<file path="src/rtl/gost_pkg.sv">
// GOST 28147-89 / Magma shared definitions.
// Holds the id-tc26-gost-28147-param-Z S-box set, the cipher geometry
// constants, the decoder FSM state type and the decrypt key-schedule index
// function. The encoder pipeline uses the same table and constants.
package gost_pkg;

    localparam int GOST_ROUNDS = 32;
    localparam int GOST_HALF_W = 32;
    localparam int GOST_KEY_W  = 256;

    // GOST_SBOX[j][n] = pi_j(n). Each 64-bit row lists pi_j(15) down to pi_j(0),
    // and row 0 (the least significant row) serves nibble 0 of the round input.
    localparam logic [7:0][15:0][3:0] GOST_SBOX = {
        64'h2BC96AF43850DE71,  // pi_7
        64'h73AD0B4FC19652E8,  // pi_6
        64'h0E34187BAC296FD5,  // pi_5
        64'hC24BE390D618A5F7,  // pi_4
        64'hB9E35A076F4D128C,  // pi_3
        64'h069C471EDAF2853B,  // pi_2
        64'hF0DB74E1C5A93286,  // pi_1
        64'h1F307D8E9B5A264C   // pi_0
    };

    typedef enum logic [1:0] {
        ST_IDLE = 2'd0,
        ST_RUN  = 2'd1,
        ST_DONE = 2'd2
    } dec_state_t;

    // Decrypt order: K0..K7 once, then K7..K0 three times.
    // For cnt >= 8, 7 - cnt%8 is just the inverted low three bits.
    function automatic logic [2:0] gost_dec_key_idx(input logic [4:0] cnt);
        return (cnt[4:3] == 2'b00) ? cnt[2:0] : ~cnt[2:0];
    endfunction

endpackage

</file>
<file path="src/rtl/gost_round_f.sv">
// GOST round function f(x,k) = rol11(S(x + k mod 2^32)).
// Purely combinational; shared by the encoder stages and the iterative decoder.
// Ports:
//   x : 32-bit half-block input
//   k : 32-bit round key
//   f : 32-bit round function result
module gost_round_f
    import gost_pkg::*;
(
    input  logic [GOST_HALF_W-1:0] x,
    input  logic [GOST_HALF_W-1:0] k,
    output logic [GOST_HALF_W-1:0] f
);

    logic [GOST_HALF_W-1:0] sum;
    logic [GOST_HALF_W-1:0] sub;

    assign sum = x + k;

    always_comb begin
        sub = '0;
        for (int j = 0; j < 8; j++) begin
            sub[4*j +: 4] = GOST_SBOX[j][sum[4*j +: 4]];
        end
    end

    // Rotate left by 11.
    assign f = {sub[GOST_HALF_W-12:0], sub[GOST_HALF_W-1:GOST_HALF_W-11]};

endmodule

</file>
<file path="src/rtl/gost_decoder.sv">
// Iterative GOST 28147-89 / Magma block decoder.
// Accepts one ciphertext block plus key, runs 32 Feistel rounds through one
// shared round unit (one round per clock) and presents the plaintext until the
// downstream handshake. One block per 34 clocks.
// Ports:
//   clk_i         clock, rising edge
//   ss_aresetn_i  asynchronous active-low reset
//   ss_tvalid_i   ciphertext valid
//   ss_tdata_i    ciphertext {a1, a0}
//   key_i         256-bit key, K_i = key_i[32*i +: 32]; sampled at acceptance
//   ss_tready_o   decoder idle and able to accept
//   sm_aresetn_o  reset forwarded downstream, released one clock late
//   sm_tvalid_o   plaintext valid
//   sm_tdata_o    plaintext {L, R}
//   sm_tready_i   downstream ready
module gost_decoder
    import gost_pkg::*;
#(
    parameter int TDATA_WIDTH = 64,
    parameter int KEY_WIDTH   = 256,
    parameter int K_WIDTH     = 32,
    parameter int R_WIDTH     = 32
) (
    input  logic                   clk_i,
    input  logic                   ss_aresetn_i,
    input  logic                   ss_tvalid_i,
    input  logic [TDATA_WIDTH-1:0] ss_tdata_i,
    input  logic [KEY_WIDTH-1:0]   key_i,
    output logic                   ss_tready_o,
    output logic                   sm_aresetn_o,
    output logic                   sm_tvalid_o,
    output logic [TDATA_WIDTH-1:0] sm_tdata_o,
    input  logic                   sm_tready_i
);

    dec_state_t           state;
    dec_state_t           state_next;
    logic [4:0]           cnt;
    logic [R_WIDTH-1:0]   l_reg;
    logic [R_WIDTH-1:0]   r_reg;
    logic [KEY_WIDTH-1:0] key_reg;
    logic [2:0]           kidx;
    logic [K_WIDTH-1:0]   kd;
    logic [R_WIDTH-1:0]   f_out;
    logic                 last_round;
    logic                 arst_q;

    assign last_round = (cnt == 5'(GOST_ROUNDS - 1));
    assign kidx       = gost_dec_key_idx(cnt);
    assign kd         = key_reg[kidx*K_WIDTH +: K_WIDTH];

    gost_round_f u_round (
        .x (r_reg),
        .k (kd),
        .f (f_out)
    );

    always_ff @(posedge clk_i or negedge ss_aresetn_i) begin
        if (!ss_aresetn_i) begin
            state <= ST_IDLE;
        end else begin
            state <= state_next;
        end
    end

    always_comb begin
        state_next = state;
        case (state)
            ST_IDLE: if (ss_tvalid_i) state_next = ST_RUN;
            ST_RUN:  if (last_round)  state_next = ST_DONE;
            ST_DONE: if (sm_tready_i) state_next = ST_IDLE;
            default: state_next = ST_IDLE;
        endcase
    end

    // Round 31 skips the half swap so the output is {L, R} directly.
    always_ff @(posedge clk_i or negedge ss_aresetn_i) begin
        if (!ss_aresetn_i) begin
            cnt     <= '0;
            l_reg   <= '0;
            r_reg   <= '0;
            key_reg <= '0;
        end else begin
            case (state)
                ST_IDLE: begin
                    if (ss_tvalid_i) begin
                        l_reg   <= ss_tdata_i[TDATA_WIDTH-1 -: R_WIDTH];
                        r_reg   <= ss_tdata_i[R_WIDTH-1:0];
                        key_reg <= key_i;
                        cnt     <= '0;
                    end
                end
                ST_RUN: begin
                    cnt <= cnt + 5'd1;
                    if (last_round) begin
                        l_reg <= l_reg ^ f_out;
                    end else begin
                        l_reg <= r_reg;
                        r_reg <= l_reg ^ f_out;
                    end
                end
                default: ;
            endcase
        end
    end

    // Downstream reset asserts with ours and releases one clock later.
    always_ff @(posedge clk_i or negedge ss_aresetn_i) begin
        if (!ss_aresetn_i) begin
            arst_q <= 1'b0;
        end else begin
            arst_q <= 1'b1;
        end
    end

    // IDLE is also the reset state, so ready is masked while reset is held.
    assign ss_tready_o  = ss_aresetn_i && (state == ST_IDLE);
    assign sm_tvalid_o  = (state == ST_DONE);
    assign sm_tdata_o   = {l_reg, r_reg};
    assign sm_aresetn_o = arst_q;

endmodule

</file>
<file path="config.mk">
export PLATFORM = sky130hd
export DESIGN_NAME = gost_decoder
export DESIGN_NICKNAME = d
export VERILOG_FILES = /design/src/rtl/gost_pkg.sv /design/src/rtl/gost_round_f.sv /design/src/rtl/gost_decoder.sv
export SDC_FILE = /design/constraint.sdc
export NUM_CORES = 1
export LEC_CHECK = 0
export ABC_AREA = 1
export BUFFER_PORTS_ARGS = -buffer_cell sky130_fd_sc_hd__buf_2
export CAP_MARGIN = 10
export CORE_MARGIN = 2
export CORE_UTILIZATION = 57
export DETAILED_ROUTE_END_ITERATION = 8
export PLACE_DENSITY_LB_ADDON = 0.3
export SYNTH_ARGS = -nofsm -noshare
export SYNTH_HDL_FRONTEND = slang
export SYNTH_HIERARCHICAL = 1
export SYNTH_SLANG_ARGS = --single-unit
</file>
<file path="constraint.sdc">
create_clock -name clk_i -period 4.6 [get_ports clk_i]
set_clock_uncertainty 0.2 [all_clocks]
set_input_delay 0.46 -clock clk_i [delete_from_list [all_inputs] [get_ports clk_i]]
set_output_delay 0.46 -clock clk_i [all_outputs]
set_load 0.03 [all_outputs]
</file>
### Word level (Yosys, flattened, before mapping)

Memories as Yosys holds them, arrays and structs flattened.
Index checks and enable logic that the tools add are counted.
W data, S select, Z words.

| word-level totals | value |
|---|---|
| register bits after elaboration | 328 |
| bits in latches | 0 |
| RAM bits | 0 |
| bits in read-only memories | 512 |
| output and inout port bits | 67 |
| logic and storage cells | 63 |
| memories kept | 8 |

| cells by class | value |
|---|---|
| $add $sub $neg | 2 |
| multiply operators | 0 |
| div/mod/pow operators | 0 |
| $lt $le $gt $ge | 8 |
| equal/unequal tests | 7 |
| shift operators | 1 |
| muxes and demuxes | 21 |
| bitwise logic cells | 2 |
| reductions and logical operators | 8 |

Memories:

| memory | depth | width | read ports | clocked after Yosys merged registers in | wr ports | line | text |
|---|---|---|---|---|---|---|---|
| (name not given) | 16 | 4 | 1 | 0 | 0 | gost_round_f.sv:23 | `sub[4*j +: 4] = GOST_SBOX[j][sum[4*j +: 4]];` |
| (name not given) | 16 | 4 | 1 | 0 | 0 | gost_round_f.sv:23 |  |
| (name not given) | 16 | 4 | 1 | 0 | 0 | gost_round_f.sv:23 |  |
| (name not given) | 16 | 4 | 1 | 0 | 0 | gost_round_f.sv:23 |  |
| (name not given) | 16 | 4 | 1 | 0 | 0 | gost_round_f.sv:23 |  |
| (name not given) | 16 | 4 | 1 | 0 | 0 | gost_round_f.sv:23 |  |
| +2 memories | -- | -- | -- | -- | -- | -- |  |

Operator list:

| kind | count |
|---|---|
| $shiftx A256 B9 Y32 | 1 |
| $mux W32 | 4 |
| $pmux W32 S2 | 2 |
| $lt A4 B5 Y1 const B | 8 |
| $add A32 B32 Y32 | 1 |
| $mux W4 | 8 |
| $xor A32 B32 Y32 | 1 |
| $pmux W5 S2 | 1 |
| $mux W2 | 3 |
| $ne A2 B2 Y1 const B | 3 |
| $pmux W2 S3 | 1 |
| $reduce_and A3 Y1 | 2 |
| $add A5 B1 Y5 const B | 1 |
| $eq A5 B5 Y1 const B | 1 |
| $mux W5 | 1 |
| $logic_not A2 Y1 | 2 |
| $reduce_and A2 Y1 | 2 |
| $mux W3 | 1 |
| $not A3 Y3 | 1 |
| $eq A2 B1 Y1 const B | 1 |
| $eq A2 B2 Y1 const B | 1 |
| $ne A2 B1 Y1 const B | 1 |
| $reduce_bool A2 Y1 | 1 |
| $logic_and A1 B1 Y1 | 1 |

### Depth between registers and ports, before layout

| depth | value |
|---|---|
| depth after elaboration | 9 |
| depth in mapped cells | 37 |

### Hierarchy

The synthesis kept the hierarchy.

Modules (own cells, without submodules):

| module | instances | cells an instance | area each (µm²) | seq. area each (µm²) |
|---|---|---|---|---|
| gost_decoder | 1 | 2155 | 16572.1 | 8207.9 |
| gost_round_f | 1 | 710 | 3698.5 | 0.0 |

### Worst setup path before layout

Ideal clock, no wire load.

| timing path | value |
|---|---|
| kind | flip-flop to flip-flop |
| start point | register cnt[3] |
| end point | register l_reg[1] |
| arrival time | 3.903 ns |
| data required time | 4.323 ns |
| path slack | 0.420 ns |
| stages on the path, launching flop included | 33 |
| buffers on the path | 2 |
| path through | dfrtp_1 > nor2_4 > nand2_4 > buf_6 > buf_4 > nand3_1 > nand3_1 > nand2_1 > nand2_1 > nand2_1 > ha_1 > inv_1 > fa_1 > inv_1 > nand3_1 > nand3_2 > nand2_1 > nand2_2 > nand2_1 > nand2_2 > nand2_1 > nand2_1 > xor2_1 > inv_1 > ha_1 > or2_1 > nand2_1 > nand2_1 > xor2_1 > nand2_1 > nand2_1 > o21ai_0 > a21oi_1 |

| between the ends | value |
|---|---|
| cells in the longest elaborated chain, start to end | 9 |

Ends and longest elaborated chain:

| item | line | text |
|---|---|---|
| start, declared | gost_decoder.sv:38 | `logic [4:0] cnt;` |
| start signal, assigned | gost_decoder.sv:94 | `cnt <= cnt + 5'd1;` |
| $logic_not A2 Y1 | gost_pkg.sv:33 | `return (cnt[4:3] == 2'b00) ? cnt[2:0] : ~cnt[2:0];` |
| $mux W3 | gost_pkg.sv:33 |  |
| $shiftx A256 B9 Y32 | gost_decoder.sv:50 | `assign kd = key_reg[kidx*K_WIDTH +: K_WIDTH];` |
| via kd[0] | gost_decoder.sv:43 | `logic [K_WIDTH-1:0] kd;` |
| $add A32 B32 Y32 | gost_round_f.sv:18 | `assign sum = x + k;` |
| $mem_v2 Z16 W4 | -- |  |
| $mux W4 (not written as such) | gost_round_f.sv:23 |  |
| via f_out[1] | gost_decoder.sv:44 | `logic [R_WIDTH-1:0] f_out;` |
| $xor A32 B32 Y32 | gost_decoder.sv:96 | `l_reg <= l_reg ^ f_out;` |
| $mux W32 | gost_decoder.sv:95 | `if (last_round) begin` |
| $pmux W32 S2 | gost_decoder.sv:84 | `case (state)` |
| end signal, assigned | gost_decoder.sv:87 | `l_reg <= ss_tdata_i[TDATA_WIDTH-1 -: R_WIDTH];` |
| end signal, assigned | gost_decoder.sv:96 |  |
| end signal, assigned | gost_decoder.sv:98 | `l_reg <= r_reg;` |
| end, declared | gost_decoder.sv:39 | `logic [R_WIDTH-1:0] l_reg;` |

The timed path passes the listed nets, and every way through them passes these cells. The select of a mux whose other input is x is not followed.
A chain may end at the register's enable or synchronous reset.

### Worst setup path after layout

| timing path | value |
|---|---|
| start point | register cnt[4] |
| end point | register l_reg[22] |

The elaborated chain is that of the path after synthesis.

==> results by group <==
STA
  – Final WS setup: ~0.12 ns
  – Tmin final: around 4.5 ns
  – Worst slew pin tran: around 1.1 ns
  – Max transition margin: 0.268
  – RSZ-0062 raised after global routing: true
  – Final period utilization: 0.974
  – Slew Viols, Final: 0
  – Final setup violation count: 0
  – Post-Route Hold Slack: -0.0111 ns
  – Final hold viol count: 4
  – Max Freq: between 0.2 and 0.25 GHz

Layout
  – Fraction of layout cells with a size suffix above 1: 0.199
  – Largest register FFs: around 260
  – Layout fillers: roughly 2500
  – Layout area overhead: 33.2%
  – Fin cells: between 3000 and 4000
  – Net count reported at finish: ~3900
  – Final Util: 0.765

Clock tree
  – Clock buffer depth: 3
  – Clock latency on the worst-skew pair: 0.56 ns
  – Clock sink count: approximately 330
  – CTS tree: done
  – Total CTS buffers: 37
  – Root buf cell: clkbuf_16
  – H-tree Lvls: 2
  – Clock slew at reported path FFs: about 0.06 ns

Floorplanning
  – Initial Utilization: 0.574
  – Io pins: 391
  – Die Y: a little under 200 um
  – Die Area: 37100 um2
  – Die W: about 190 um
  – Row cnt: between 60 and 70
  – Core Area: ~35000 um2

Synth
  – Async set or reset register ratio after synthesis: 1.00
  – Mean Syn Cell Area: 7.08 um2
  – Synth Register Bits: roughly 330
  – Synth Instances: between 2000 and 3000
  – Area contributors post-synth: dfrtp_1, nand2_1, a21oi_1, nand3_1, inv_1
  – Cell Area, Synth: approximately 20000 um2
  – Simple-gate area share of the yosys netlist: 0.274
  – Main combinational cell family by area after synthesis: simple AND/OR/NAND/NOR gates
  – Adder-cell share of the synthesized area: 0.0430
  – Syn Nets: 3258
  – Register area share after synthesis: 0.405
  – Synth Warn #: 6
  – Multiplexer area fraction after synthesis: 0
  – Post-synth top area share: 0.405
  – Top_reg_cell synth: dfrtp_1
  – Distinct cells, synth: 43
  – Number of enable flip-flop cells after synthesis: 0
  – Post-synthesis xor/xnor area fraction: 0.0252
  – Cell taking the most area after synthesis: dfrtp_1
  – Post-synthesis compound-gate area fraction: 0.130

Drt
  – Pre-antenna DRT Iters: 6
  – Via count: 22301
  – DRT Wirelength: around 75000 um
  – Vias/cell: approximately 5.6
  – Initial DRC count: roughly 2600
  – DR WL/cell: approximately 19 um
  – DRC: 0
  – Post-route ant nets: 0

GRT
  – Pin count of the biggest net entering global routing: ~250
  – Vias in the first global route: around 22000
  – First-pass GRT wire length: between 100000 and 150000 um
  – Grt ovf: 0
  – Total track usage: 0.389
  – Antenna violations before repair: 4

Critical path
  – Max FO, Critical Path: 6
  – Worst endpoint data arrival time: roughly 4.8 ns
  – FF-to-FF path depth: 27
  – Worst Setup Path Type: reg2reg
  – CP Data Required Time: roughly 4.9 ns
  – Critical Path Source Type: flop
  – Critical Path End Type: flop

Hold path
  – Hold depth: 3
  – Hold crit path type: in2reg

Placed design
  – Port buffer count: 390
  – Inst Count DP: between 3000 and 4000
  – Placer Congestion: slightly below 1
  – HPWL Detailed: ~50000 um
  – Worst slack, placed: between 0.08 and 0.09 ns

Run status
  – Run status: finished with violations
  – Failing checks: negative hold slack

Job
  – Max Cap Violations: 0
==> worst paths after layout <==
check | from | endpoint | slack, ns
hold / removal | key_i[203] | key_reg[203] | -0.01
max in group asynchronous | ss_aresetn_i | l_reg[25] | 2.75
setup reg to reg | cnt[4] | l_reg[22] | 0.12
setup / recovery | cnt[4] | l_reg[22] | 0.12
hold reg to reg | key_reg[18] | key_reg[18] | 0.31
min in group asynchronous | ss_aresetn_i | key_reg[119] | 0.26
==> stage by stage <==
step,instance area [um2],hold WS (ns),setup TNS [ns]
after floorplan,20300,-0.0356,0
after global placement,22900,0.249,0
after detailed placement,22900,0.252,0
after CTS,26100,0.000410,0
after global routing,27000,0.00237,-1.21
final,27000,-0.0111,0
==> final cells by class <==
cell class	count	area, um2	area share
clock inverters	11	138	0.00510
clock buffers	54	1090	0.0404
repair buffers	712	5330	0.197
multi-input cells	1958	10000	0.372
diodes	5	12.5	0.000463
well taps	461	577	0.0214
inverters	428	1610	0.0598
flip-flops and latches	328	8210	0.304
==> critical path, stage by stage, from the launching register on <==
cell	delay (ns)
dfrtp_2	0.45
nor2_4	0.19
nand2_4	0.14
nand2_8	0.14
clkbuf_16	0.18
buf_12	0.11
nand2_1	0.05
nand3_1	0.07
nand2_1	0.12
nand2_2	0.11
nand2_1	0.07
ha_1	0.30
buf_4	0.16
nand2_1	0.10
nand3_2	0.12
nand2_1	0.09
nand2_2	0.09
buf_4	0.15
xor2_1	0.19
buf_4	0.17
ha_1	0.22
or2_0	0.24
o21ai_0	0.09
nand2_1	0.08
nand2_1	0.14
xor2_1	0.20
nand2_1	0.07
a21oi_1	0.16
==> cell usage in the layout (no fill, tap or decap), types with 13 or more instances in the layout <==
cell type	netlist	routed
xor2_1	43	40
nor2_1	355	347
inv_1	423	416
nand2_1	595	575
nand2_2	18	35
dfrtp_1	328	326
ha_1	68	51
ha_4	0	13
dlygate4sd3_1	0	199
buf_4	16	89
o22ai_1	52	52
buf_2	76	389
clkbuf_16	0	45
nand3_1	332	326
buf_12	0	20
a21oi_2	1	13
o21ai_0	81	74
a21oi_1	343	331
==> cell usage after synthesis, types with 5 or more instances <==
library cell and n:
a21oi_1 343, buf_1 6, buf_2 76, buf_4 16, buf_6 19, clkbuf_1 34, dfrtp_1 328, ha_1 68
inv_1 423, inv_2 5, nand2_1 595, nand2_2 18, nand3_1 332, nand4_1 6, nor2_1 355, o211ai_1 9
o21ai_0 81, o21ai_1 5, o22ai_1 52, xnor2_1 6, xor2_1 43
==> layer usage <==
layer / GRT usage / wire length [um]
met5: 0 / 0
met4: 0.229 / 4990
met3: 0.0720 / 6500
met2: 0.645 / 35700
met1: 0.474 / 28100
==> what timing repair did <==
action	CTS	global route
resized for setup	0	104
hold endpoints to repair	262	2
setup buffers	0	16
endpoints found under the setup margin	0	46
hold buffers	197	2
==> cell families (layout without fill, tap and decap cells) <==
family	count (synthesis)	in the layout
AND/OR/NAND/NOR	1330	1330
buffers and inverters	579	1205
AO/OA/AOI/OAI	504	504
flip-flops	328	328
adder cells (fa/ha/maj)	69	69
XOR/XNOR	54	54
other	1	6
Power is not shown: default switching activity piles up to over one toggle a cycle in this logic, so the estimate is an artifact.
